### src/rtl/sys_defs.sv
// Shared definitions for the processor-memory bus arbiter: bus commands,
// memory tag/data sizing, arbitration owner and FSM state encodings.
// Pure declarations; no logic, no latency, no flow control.
package sys_defs;

   localparam int NUM_MEM_TAGS = 15;
   localparam int TAG_W        = $clog2(NUM_MEM_TAGS + 1);
   localparam int DATA_SIZE    = 64;
   localparam int STARVE_LIMIT = 4;
   localparam int STARVE_W     = $clog2(STARVE_LIMIT + 1);

   typedef enum logic [1:0] {
      BUS_NONE  = 2'h0,
      BUS_LOAD  = 2'h1,
      BUS_STORE = 2'h2
   } BUS_COMMAND;

   typedef enum logic {
      OWN_DCACHE = 1'b0,
      OWN_ICACHE = 1'b1
   } ARB_OWNER;

   typedef enum logic [1:0] {
      ARB_IDLE   = 2'h0,
      ARB_HOLD_D = 2'h1,
      ARB_HOLD_I = 2'h2
   } ARB_STATE;

endpackage

### src/rtl/mem_tag_owner_table.sv
// Tracks which requester owns each outstanding load tag; flags protocol errors.
// Latency: lookup is combinational (0 cycles); allocate/free land on the next clock.
// Backpressure: none; every allocate and return is absorbed in the cycle it arrives.
module mem_tag_owner_table
   import sys_defs::*;
(
   input  logic             clock,
   input  logic             reset,
   input  logic             i_alloc_en,
   input  logic [TAG_W-1:0] i_alloc_tag,
   input  ARB_OWNER         i_alloc_owner,
   input  logic             i_ret_en,
   input  logic [TAG_W-1:0] i_ret_tag,
   output logic             o_ret_hit,
   output ARB_OWNER         o_ret_owner,
   input  logic             i_ext_err,
   output logic             o_err
);

   // Entry 0 stands for "no tag" and is never written, so it stays invalid.
   logic [NUM_MEM_TAGS:0] r_vld;
   logic [NUM_MEM_TAGS:0] r_own;
   logic                  r_err;

   logic w_free_same;
   logic w_collide;
   logic w_bad_ret;

   assign o_ret_hit   = i_ret_en && r_vld[i_ret_tag];
   assign o_ret_owner = ARB_OWNER'(r_own[i_ret_tag]);
   assign o_err       = r_err;

   // A tag being returned this cycle may be re-allocated without it counting as a collision.
   assign w_free_same = o_ret_hit && (i_ret_tag == i_alloc_tag);
   assign w_collide   = i_alloc_en && r_vld[i_alloc_tag] && !w_free_same;
   assign w_bad_ret   = i_ret_en && !r_vld[i_ret_tag];

   // Table update: allocation takes precedence over a same-cycle free of the same tag.
   always_ff @(posedge clock or posedge reset) begin
      if (reset) begin
         r_vld <= '0;
         r_own <= '0;
         r_err <= 1'b0;
      end else begin
         for (int i = 1; i <= NUM_MEM_TAGS; i++) begin
            if (i_alloc_en && (i_alloc_tag == TAG_W'(i))) begin
               r_vld[i] <= 1'b1;
               r_own[i] <= i_alloc_owner;
            end else if (o_ret_hit && (i_ret_tag == TAG_W'(i))) begin
               r_vld[i] <= 1'b0;
            end
         end
         if (w_collide || w_bad_ret || i_ext_err) begin
            r_err <= 1'b1;
         end
      end
   end

endmodule

### src/rtl/mem_bus_arbiter.sv
// Arbitrates the memory bus between dcache and icache; routes acks and load returns to owners.
// Latency: grant, ack and return routing are combinational (0 cycles); state updates on clock.
// Backpressure: a zero memory ack holds the grant on the same requester until it is accepted.
module mem_bus_arbiter
   import sys_defs::*;
(
   input  logic                 clock,
   input  logic                 reset,
   input  BUS_COMMAND           dcache2mem_command,
   input  logic [31:0]          dcache2mem_addr,
   input  logic [DATA_SIZE-1:0] dcache2mem_data,
   output logic [TAG_W-1:0]     mem2dcache_response,
   output logic [TAG_W-1:0]     mem2dcache_tag,
   output logic [DATA_SIZE-1:0] mem2dcache_data,
   input  BUS_COMMAND           icache2mem_command,
   input  logic [31:0]          icache2mem_addr,
   output logic [TAG_W-1:0]     mem2icache_response,
   output logic [TAG_W-1:0]     mem2icache_tag,
   output logic [DATA_SIZE-1:0] mem2icache_data,
   output BUS_COMMAND           proc2mem_command,
   output logic [31:0]          proc2mem_addr,
   output logic [DATA_SIZE-1:0] proc2mem_data,
   input  logic [TAG_W-1:0]     mem2proc_response,
   input  logic [TAG_W-1:0]     mem2proc_tag,
   input  logic [DATA_SIZE-1:0] mem2proc_data,
   output logic                 err_tag
);

   localparam logic [STARVE_W-1:0] STARVE_MAX = STARVE_W'(STARVE_LIMIT);

   ARB_STATE            r_state;
   logic [STARVE_W-1:0] r_starve;

   logic     w_d_vld;
   logic     w_i_vld;
   logic     w_i_bad;
   logic     w_starved;
   logic     w_gnt_d;
   logic     w_gnt_i;
   logic     w_gnt;
   logic     w_accepted;
   logic     w_alloc_en;
   ARB_OWNER w_alloc_owner;
   logic     w_ret_en;
   logic     w_ret_hit;
   ARB_OWNER w_ret_owner;

   // Everything is qualified with !reset so the bus is quiet while reset is held.
   assign w_d_vld   = !reset && (dcache2mem_command != BUS_NONE);
   assign w_i_vld   = !reset && (icache2mem_command == BUS_LOAD);
   assign w_i_bad   = !reset && (icache2mem_command == BUS_STORE);
   assign w_starved = (r_starve == STARVE_MAX);

   // Grant selection: a held requester keeps the bus; otherwise dcache first unless icache is starved.
   always_comb begin
      w_gnt_d = 1'b0;
      w_gnt_i = 1'b0;
      if ((r_state == ARB_HOLD_D) && w_d_vld) begin
         w_gnt_d = 1'b1;
      end else if ((r_state == ARB_HOLD_I) && w_i_vld) begin
         w_gnt_i = 1'b1;
      end else if (w_i_vld && w_starved) begin
         w_gnt_i = 1'b1;
      end else if (w_d_vld) begin
         w_gnt_d = 1'b1;
      end else if (w_i_vld) begin
         w_gnt_i = 1'b1;
      end
   end

   assign w_gnt         = w_gnt_d || w_gnt_i;
   assign w_accepted    = w_gnt && (mem2proc_response != '0);
   assign w_alloc_en    = w_accepted && (proc2mem_command == BUS_LOAD);
   assign w_alloc_owner = w_gnt_i ? OWN_ICACHE : OWN_DCACHE;

   // Drive the winner's request onto the memory bus; store data only leaves with a store.
   always_comb begin
      proc2mem_command = BUS_NONE;
      proc2mem_addr    = '0;
      proc2mem_data    = '0;
      if (w_gnt_d) begin
         proc2mem_command = dcache2mem_command;
         proc2mem_addr    = dcache2mem_addr;
         if (dcache2mem_command == BUS_STORE) begin
            proc2mem_data = dcache2mem_data;
         end
      end else if (w_gnt_i) begin
         proc2mem_command = BUS_LOAD;
         proc2mem_addr    = icache2mem_addr;
      end
   end

   assign mem2dcache_response = w_gnt_d ? mem2proc_response : '0;
   assign mem2icache_response = w_gnt_i ? mem2proc_response : '0;

   assign w_ret_en = !reset && (mem2proc_tag != '0);

   mem_tag_owner_table u_owner_table (
      .clock         (clock),
      .reset         (reset),
      .i_alloc_en    (w_alloc_en),
      .i_alloc_tag   (mem2proc_response),
      .i_alloc_owner (w_alloc_owner),
      .i_ret_en      (w_ret_en),
      .i_ret_tag     (mem2proc_tag),
      .o_ret_hit     (w_ret_hit),
      .o_ret_owner   (w_ret_owner),
      .i_ext_err     (w_i_bad),
      .o_err         (err_tag)
   );

   assign mem2dcache_tag  = (w_ret_hit && (w_ret_owner == OWN_DCACHE)) ? mem2proc_tag  : '0;
   assign mem2dcache_data = (w_ret_hit && (w_ret_owner == OWN_DCACHE)) ? mem2proc_data : '0;
   assign mem2icache_tag  = (w_ret_hit && (w_ret_owner == OWN_ICACHE)) ? mem2proc_tag  : '0;
   assign mem2icache_data = (w_ret_hit && (w_ret_owner == OWN_ICACHE)) ? mem2proc_data : '0;

   // Arbitration FSM: hold the winner while memory refuses it, else return to IDLE.
   always_ff @(posedge clock or posedge reset) begin
      if (reset) begin
         r_state <= ARB_IDLE;
      end else if (w_gnt && (mem2proc_response == '0)) begin
         r_state <= w_gnt_d ? ARB_HOLD_D : ARB_HOLD_I;
      end else begin
         r_state <= ARB_IDLE;
      end
   end

   // Starvation counter: counts consecutive denied icache cycles, saturating at the limit.
   always_ff @(posedge clock or posedge reset) begin
      if (reset) begin
         r_starve <= '0;
      end else if (!w_i_vld || w_gnt_i) begin
         r_starve <= '0;
      end else if (!w_starved) begin
         r_starve <= r_starve + 1'b1;
      end
   end

endmodule

### config.mk
export PLATFORM = sky130hd
export DESIGN_NAME = mem_bus_arbiter
export DESIGN_NICKNAME = d
export VERILOG_FILES = /design/src/rtl/sys_defs.sv /design/src/rtl/mem_tag_owner_table.sv /design/src/rtl/mem_bus_arbiter.sv
export SDC_FILE = /design/constraint.sdc
export NUM_CORES = 1
export LEC_CHECK = 0
export CAP_MARGIN = 20
export CORE_AREA = 2 2 177 179
export DETAILED_ROUTE_END_ITERATION = 10
export DIE_AREA = 0 0 179 181
export SETUP_SLACK_MARGIN = 0.4
export SLEW_MARGIN = 0
export SYNTH_ARGS = -nofsm -noshare
export SYNTH_HDL_FRONTEND = slang
export SYNTH_SLANG_ARGS = --single-unit
export TNS_END_PERCENT = 20
### constraint.sdc
create_clock -name clock -period 7.17 [get_ports clock]
set_input_delay 1.0755 -clock clock [delete_from_list [all_inputs] [get_ports clock]]
set_output_delay 1.0755 -clock clock [all_outputs]
set_load 0.01 [all_outputs]
[Yosys cells after proc, flatten, opt, wreduce, memory -nomap -nowiden]
Cells that the tools add are included.
Cells by class
  $add $sub $neg: 1
  order comparisons: 2
  equality and inequality tests: 39
  multiplexer cells: 62
  bitwise operators: 1
  reduce and logical (&&, ||, !) cells: 74
Operators by type and width (number)
  64-bit 2-to-1 mux: 4
  4-bit equality test, second input constant: 16
  32-bit 2-to-1 mux: 2
  1-bit logical AND: 47
  1-bit 2-to-1 mux: 44
  4-bit by 3-bit equality test with 1-bit output, second input constant: 8
  2-bit nonzero test: 16
  4-bit by 2-bit equality test with 1-bit output, second input constant: 4
  4-bit 2-to-1 mux: 4
  1-bit binary-select mux with 4-bit select: 3
  4-bit by 5-bit less-than comparator with 1-bit output, second input constant: 2
  4-bit by 1-bit equality test with 1-bit output, second input constant: 2
  4-bit nonzero test: 2
  2-bit by 1-bit equality test with 1-bit output, second input constant: 3
  2-bit equality test, second input constant: 3
  2-bit 2-to-1 mux: 3
  3-bit 2-to-1 mux: 2
  4-bit equality test: 1
  1-bit logical NOT: 4
  4-bit logical NOT: 1
  1-bit logical OR: 4
  3-bit by 1-bit adder with 3-bit output, second input constant: 1
  3-bit equality test, second input constant: 1
  2-bit by 1-bit != test with 1-bit output, second input constant: 1
  1-bit NOT: 1
Storage, ports and cells
  register bits after elaboration: 36
  output and inout port bits: 243

[Longest topological paths before layout]
Gate-level depths: netlist (run 1).
  depth in word-level cells: 15
  gate-level depth with buffers: 9
  gate-level depth less buffers: 7

[Hierarchy]
From an unflattened synthesis (run 1), not the netlist that was laid out.
Second synthesis, totals
  cell total of the unflattened synthesis: 486
  area total of the unflattened synthesis: 4191.5 um^2
Modules (own cells, without submodules)
  mem_bus_arbiter: instances 1, cells each 316, area each 2349.8 um^2
  mem_tag_owner_table: instances 1, cells each 170, area each 1841.8 um^2

[Worst setup path after synthesis (run 1)]
No wires, ideal clock.
  kind: input port to output port
  start point: input mem2proc_tag[0]
  end point: output mem2dcache_data[23]
  arrival time: 2.719 ns
  required time: 6.094 ns
  slack: 3.376 ns
  cell stages on the path: 8
  path through: buf_6 mux2_1 a221o_1 a32oi_4 nor2_2 buf_6 buf_6 and2_1
Between the ends
  word-level cells in the longest chain between the ends: 5
  elaborated cells on any way between the ends: 10
Ends and longest elaborated chain
  start: declaration: RTL line mem_bus_arbiter.sv:24  | input logic [TAG_W-1:0] mem2proc_tag,
  1-bit binary-select mux with 4-bit select, or another cell as far along: RTL line mem_tag_owner_table.sv:29  | assign o_ret_hit = i_ret_en && r_vld[i_ret_tag];
  1-bit 2-to-1 mux (implied by the code), or another cell as far along: RTL line mem_tag_owner_table.sv:29
  1-bit logical AND / 1-bit NOT (equally long branches): RTL line mem_tag_owner_table.sv:29, mem_bus_arbiter.sv:113
  1-bit logical AND (*): RTL line mem_bus_arbiter.sv:113  | assign mem2dcache_data = (w_ret_hit && (w_ret_owner == OWN_DCACHE)) ? mem2proc_data : '0;
  64-bit 2-to-1 mux (*): RTL line mem_bus_arbiter.sv:113
  end: declaration: RTL line mem_bus_arbiter.sv:14  | output logic [DATA_SIZE-1:0] mem2dcache_data,
Every way passes the cells marked *; elsewhere a longest branch is shown, timed or not. The select of a mux whose other input is x is not followed.

[Final worst setup path (run 1)]
  start point: input mem2proc_tag[0]
  end point: output mem2dcache_data[40]
The elaborated chain is that of the path after synthesis.

==> run metrics, run 1 <==
Leak Pwr=3.44 nW; layout cells sized above 1=around 5.4%; core region area=slightly above 30000 um2; switch share=28.6%; Total Wirelength=23300 um; Synth cell types=44; syn_nets=just under 700; Starting Density=roughly 13%; clk buf depth=2; power share of the clock group=between 20% and 30%; Pint=0.620 mW; Total Power=approximately 0.87 mW; Worst Setup Start Kind=input pin; fin crit share=about four fifths; Site Rows=64; largest net degree at the start of global routing=65; status=complete, no violations; final setup margin=around 1.3 ns; Slew Viols, Final=0; crit path max fanout=40; post-route ant nets=0; clk slew on worst S/H paths=roughly 0.060 ns; Syn Inst Count=a little under 500; Non-Filler Instances=between 1000 and 1500; area of the mapped netlist=3940 um2; Critical path destination=mem2dcache_data[40]; drt first pass iters=6; FF+latch area=roughly 900 um2; Net Sw Power=about 0.25 mW; routed len/inst=17.8 um; Fillers=around 3200; worst setup path startpoint=mem2proc_tag[0]; clk_skew=0.00283 ns; EDFF count, synth=0; Seq/Total Area, Yosys=between 20% and 30%; first-pass GRT wire length=between 30000 and 40000 um; drt drc=0; DPL Wire Length=19700 um; initial antenna violation count=6; CP required=a little over 6 ns; Top Ports=449; vias per std cell=between 3 and 4; setup violators final=0; flop-to-flop setup slack=~4.4 ns; RR Startpoint=r_starve[0]; worst vdd ir=0.0000846 V; Fin Setup TNS=0 ns; fin area=between 8000 and 9000 um2; CTS resizes=0; f_max=approximately 170 MHz; Setup WS pre-CTS=about 1.2 ns; Main synth FF type=dfrtp_1; IO buf count=approximately 450; GPL Wtd Cong=around 0.8; vias in the first global route=about 5000; DR vias=just over 5000; class of the worst hold path=reg2reg; Post-CTS Setup Repair Bufs=0; Flop pwr share=a little over a quarter; Logic pwr share=around 44%; total congestion overflow=0; H-tree depth=2; Iteration-0 DRC Markers=201; CTS buffer count=5; Post-synth ARST share=between 90% and 100%; Max Cap Viol=0; synth warn=2; clk sink count=36; RSZ-0062 raised after global routing=false; DIE HEIGHT=approximately 180 um; flops & latches, synth=36; Least-Margin Pin Slew=about 1.1 ns; crit end category=output port; die width=about 180 um; dpl cell area=around 9000 um2; placed insts=between 1000 and 1500; Slew Limit Headroom=~28%; fin crit period=about 5.8 ns; Worst-Skew Late Latency=0.28 ns; Synth-to-Final Area Change=126%; r2r endpoint=r_starve[2]; Crit path arrival time=about 4.8 ns; crit path kind=in2out; Hold-fix buffers, CTS=0; Fin. Hold Viols=0; CTS root buf=clkbuf_16; GRT Total Usage=a little over an eighth; area of the multi-input gates=~2800 um2; R2R cell count=8; Power Dens Cells=97.2 nW/um2; Avg Inst Size Synth=8.11 um2; layout net count=approximately 1100; CTS tree=yes; die area=around 32000 um2
[registers in the layout (all words and copies together) (netlist names)]
name                 count
u_owner_table.o_err      1
r_state                  2
u_owner_table.r_vld     15
r_starve                 3
u_owner_table.r_own     15
[cells in the mapped netlist (8+ instances only)]
master / number / area (um2)
mux2_2: 19 / 214
o21ai_0: 17 / 85.1
buf_6: 11 / 124
nand2_1: 16 / 60.1
a22o_1: 32 / 280
dfrtp_1: 36 / 901
nor2b_1: 9 / 56.3
nor2_1: 21 / 78.8
and2_1: 206 / 1290
nand2b_1: 13 / 81.3
clkbuf_1: 26 / 97.6
nor3_1: 8 / 40.0
[cell usage in the layout, fill, tap and decap left out, drive strengths merged, types with 2 or more instances in the layout]
cell type,n
nand2,16
a31oi,2
xnor2,3
dfrtp,36
nor2b,9
a21oi,7
xor2,2
and3,2
o31ai,4
mux4,8
clkbuf,5
a221oi,2
buf,8
inv,4
and2,206
clkinv,2
o21ai,17
nor2,23
mux2i,2
a22o,32
mux2,20
a21o,4
nand3,7
clkdlybuf4s50,448
nand2b,13
diode,4
nor3,8
ha,2
[stage by stage]
step	hold slack, ns	utilization (%)
global placement	0.485	28.8
detailed placement	0.494	28.8
global route	0.519	29.4
floorplan	0.458	-
CTS	0.507	29.4
finish	0.505	29.4
[area by class of cell]
type | instances | share of cell area [%]
timing repair buffer | 456 | 50.9
antenna | 4 | 0.112
sequential | 36 | 10.1
clock inverter | 3 | 0.477
multi-input combinational | 402 | 31.3
inverter | 5 | 0.210
clock buffer | 5 | 1.40
tap | 396 | 5.55
[worst min-delay path by stage]
stage                                        from                 endpoint  slack [ns]  cells past startpoint
after floorplan           u_owner_table.r_vld[11]  u_owner_table.r_vld[11]        0.46                      1
after global placement     u_owner_table.r_vld[8]   u_owner_table.r_vld[8]        0.48                      1
after detailed placement   u_owner_table.r_vld[9]   u_owner_table.r_vld[9]        0.49                      1
after CTS                  u_owner_table.r_vld[9]   u_owner_table.r_vld[9]        0.51                      1
after global routing       u_owner_table.r_vld[9]   u_owner_table.r_vld[9]        0.52                      1
final                      u_owner_table.r_own[9]   u_owner_table.r_own[9]        0.50                      1
[per-layer routing]
metal,up-vias,wire [um],part of all wire (%),GRT usage (%)
li1,2468,-,-,-
met4,2,187,0.80,2.21
met3,19,1790,7.7,3.32
met2,197,12000,51,24.6
met5,-,13,0.056,0
met1,2376,9370,40,16.1
[critical path, cell delays in order]
cell and delay (ns):
clkdlybuf4s50_1 1.07, mux4_2 0.60, o22ai_1 0.21, a31oi_1 0.13, nor2_4 0.59, buf_4 0.37
and2_1 0.17, clkdlybuf4s50_1 0.54
[power by group through the flow]
stage	combinational, mW	sequential, mW	clock [mW]
floorplan	0.148	0.232	0
global route	0.411	0.236	0.263
CTS	0.388	0.234	0.255
finish	0.382	0.234	0.251
detailed placement	0.385	0.237	0
global placement	0.384	0.237	0
[cells by family (layout without fill, tap and decap cells)]
logic type / count (synthesis) / count (layout) / synth area share (%)
other: 0 / 4 / 0
buffers and inverters: 48 / 469 / 6.70
multiplexers: 30 / 30 / 10.9
XOR/XNOR: 5 / 5 / 1.11
AO/OA/AOI/OAI: 75 / 75 / 14.5
AND/OR/NAND/NOR: 290 / 290 / 43.3
flip-flops: 36 / 36 / 22.8
adder cells (fa/ha/maj): 2 / 2 / 0.635
No activity file was read; power rests on OpenSTA's default activity.
==> inputs of run 2 (changes only) <==
- CORE_AREA: 2 2 177 179 -> 2 2 172 174
- DIE_AREA: 0 0 179 181 -> 0 0 174 176
- clock period: 7.17 -> 4.7 ns (I/O delays scaled with it)
==> run 2 against run 1 <==
Die area is 5.5% lower. Clock-buffer cell count is 3 higher. Worst setup slack worse by 0.65 ns. Via count is 1.6% higher. Core utilization is 2.0 points higher. Critical path type unchanged. Clock skew is 0.0042 ns higher.
==> run metrics, run 2 (synthesis results as in run 1) <==
Fin. Hold Viols=0 (unchanged); Fillers=3081 (-4.8%); routed len/inst=18.4 um (+3.3%); clk sink count=36 (unchanged); CP required=3.99 ns (-2.10 ns); FF+latch area=901 um2 (unchanged); clk_skew=0.00705 ns (+0.00422 ns); H-tree depth=2 (unchanged); Pint=0.913 mW (+47%); Site Rows=62 (-3.1%); core region area=28500 um2 (-5.9%); commonest non-fill, non-tap cells in the layout=446 x clkdlybuf4s50_1, 206 x and2_1, 36 x dfrtp_1; GPL Wtd Cong=0.859 (+7.6%); dpl cell area=8810 um2 (+0.73%); Power Dens Cells=143 nW/um2 (+47%); status=complete, no violations; drt first pass iters=4 (-2); Leak Pwr=3.49 nW (+1.3%); CTS tree=yes; Hold-fix buffers, CTS=0 (unchanged); Slew Limit Headroom=53.4% (+25 points); CTS root buf=clkbuf_16; clk slew on worst S/H paths=0.06 ns (about the same); RSZ-0062 raised after global routing=false; DPL Wire Length=20300 um (+2.8%); Top Ports=449 (unchanged); vias in the first global route=5058 (+1.0%); clk buf depth=2 (unchanged); die width=174 um (-2.8%); layout net count=1121 (+0.63%); area of the multi-input gates=2800 um2 (+0.18%); Synth-to-Final Area Change=127%; setup violators final=0 (unchanged); Worst Setup Start Kind=input pin; power share of the clock group=26.0% (-3.0 points); GRT Total Usage=14.7% (+1.2 points); Top Registers=u_owner_table.r_own: 15 flops, u_owner_table.r_vld: 15 flops, r_starve: 3 flops; Fin Setup TNS=0 ns (unchanged); Net Sw Power=0.372 mW (+50%); most common cell after layout, fill and taps aside=clkdlybuf4s50_1; Least-Margin Pin Slew=0.697 ns (-0.383 ns); fin crit share=85.7%; Flop pwr share=27.9% (+0.9 points); f_max=roughly 250 MHz; fin crit period=4.03 ns; switch share=29.0% (+0.33 points); IO buf count=448 (unchanged); crit path max fanout=66 (+65%); Iteration-0 DRC Markers=233 (+16%); worst vdd ir=0.000112 V (+32%); fin area=8960 um2 (+0.41%); initial antenna violation count=6 (unchanged); crit path kind=in2out; minimum hold slack=0.506 ns (+0.000977 ns); Logic pwr share=46.1% (+2.1 points); total congestion overflow=0 (unchanged); first-pass GRT wire length=34000 um (+2.5%); Total Wirelength=23900 um (+2.7%); DIE HEIGHT=176 um (-2.8%); Post-CTS Setup Repair Bufs=0 (unchanged); Starting Density=13.8% (+0.82 points); largest net degree at the start of global routing=67 (+3.1%); DR vias=5143 (+1.6%); post-route ant nets=0 (unchanged); Worst-Skew Late Latency=0.28 ns (about the same); Slew Viols, Final=0 (unchanged); CTS buffer count=5 (unchanged); class of the worst hold path=reg2reg; layout cells sized above 1=6.24% (+0.83 points); vias per std cell=3.96 (+2.2%); crit end category=output port; drt drc=0 (unchanged); Max Cap Viol=0 (unchanged); die area=30600 um2 (-5.5%); Crit path arrival time=3.32 ns (-1.45 ns)
==> run 2: critical path, stage by stage <==
cell	delay (ns)
clkdlybuf4s50_1	0.64
mux4_2	0.54
nand2_1	0.13
a31oi_1	0.18
nor2_4	0.15
buf_12	0.22
and2_1	0.17
clkdlybuf4s50_1	0.54
==> run 2: through the flow <==
stage | cells | power [mW] | setup WS, ns | util, %
floorplan | 486 | 0.580 | 1.65 | -
global placement | 1290 | 0.957 | 0.236 | 30.9
detailed placement | 1290 | 0.958 | 0.238 | 30.9
CTS | 1298 | 1.30 | 0.503 | 31.4
global route | 1298 | 1.35 | 0.503 | 31.4
finish | 1299 | 1.29 | 0.674 | 31.4
==> run 2: path summary, 6_finish.rpt <==
kind | start | endpoint | slack [ns] | cells after the start
setup / recovery | mem2proc_tag[2] | mem2dcache_data[46] | 0.67 | 8
hold / removal | u_owner_table.r_own[14] | u_owner_table.r_own[14] | 0.51 | 1
setup reg to reg | r_starve[0] | u_owner_table.r_own[12] | 2.15 | 7
hold reg to reg | u_owner_table.r_own[14] | u_owner_table.r_own[14] | 0.51 | 1
max in group asynchronous | reset | u_owner_table.r_own[9] | 3.19 | 3
min in group asynchronous | reset | u_owner_table.r_vld[8] | 1.17 | 3
==> run 2: timing repair <==
item	4_1_cts	5_1_grt
endpoints found under the setup margin	132	132
resized for setup	1	4
endpoints found under the hold margin	0	0
gates cloned	0	0
==> run 2: routing by layer <==
layer	part of all wire, %	GRT usage [%]
met1	41	18.1
met2	49	25.6
met5	0.22	0
met3	8.3	4.57
met4	1.4	2.24
==> run 2: final cells by class <==
class,instances,area share [%]
well taps,384,5.36
multi-input cells,402,31.2
inverters,5,0.209
clock buffers,8,1.63
diodes,1,0.0279
repair buffers,463,51.5
flip-flops and latches,36,10.1
==> run 2: power by group through the flow <==
stage / registers (mW) / clock network [mW] / logic [mW]
final: 0.359 / 0.334 / 0.592
after global routing: 0.360 / 0.355 / 0.635
after CTS: 0.357 / 0.341 / 0.599
after detailed placement: 0.363 / 0 / 0.595
after global placement: 0.362 / 0 / 0.594
after floorplan: 0.354 / 0 / 0.226
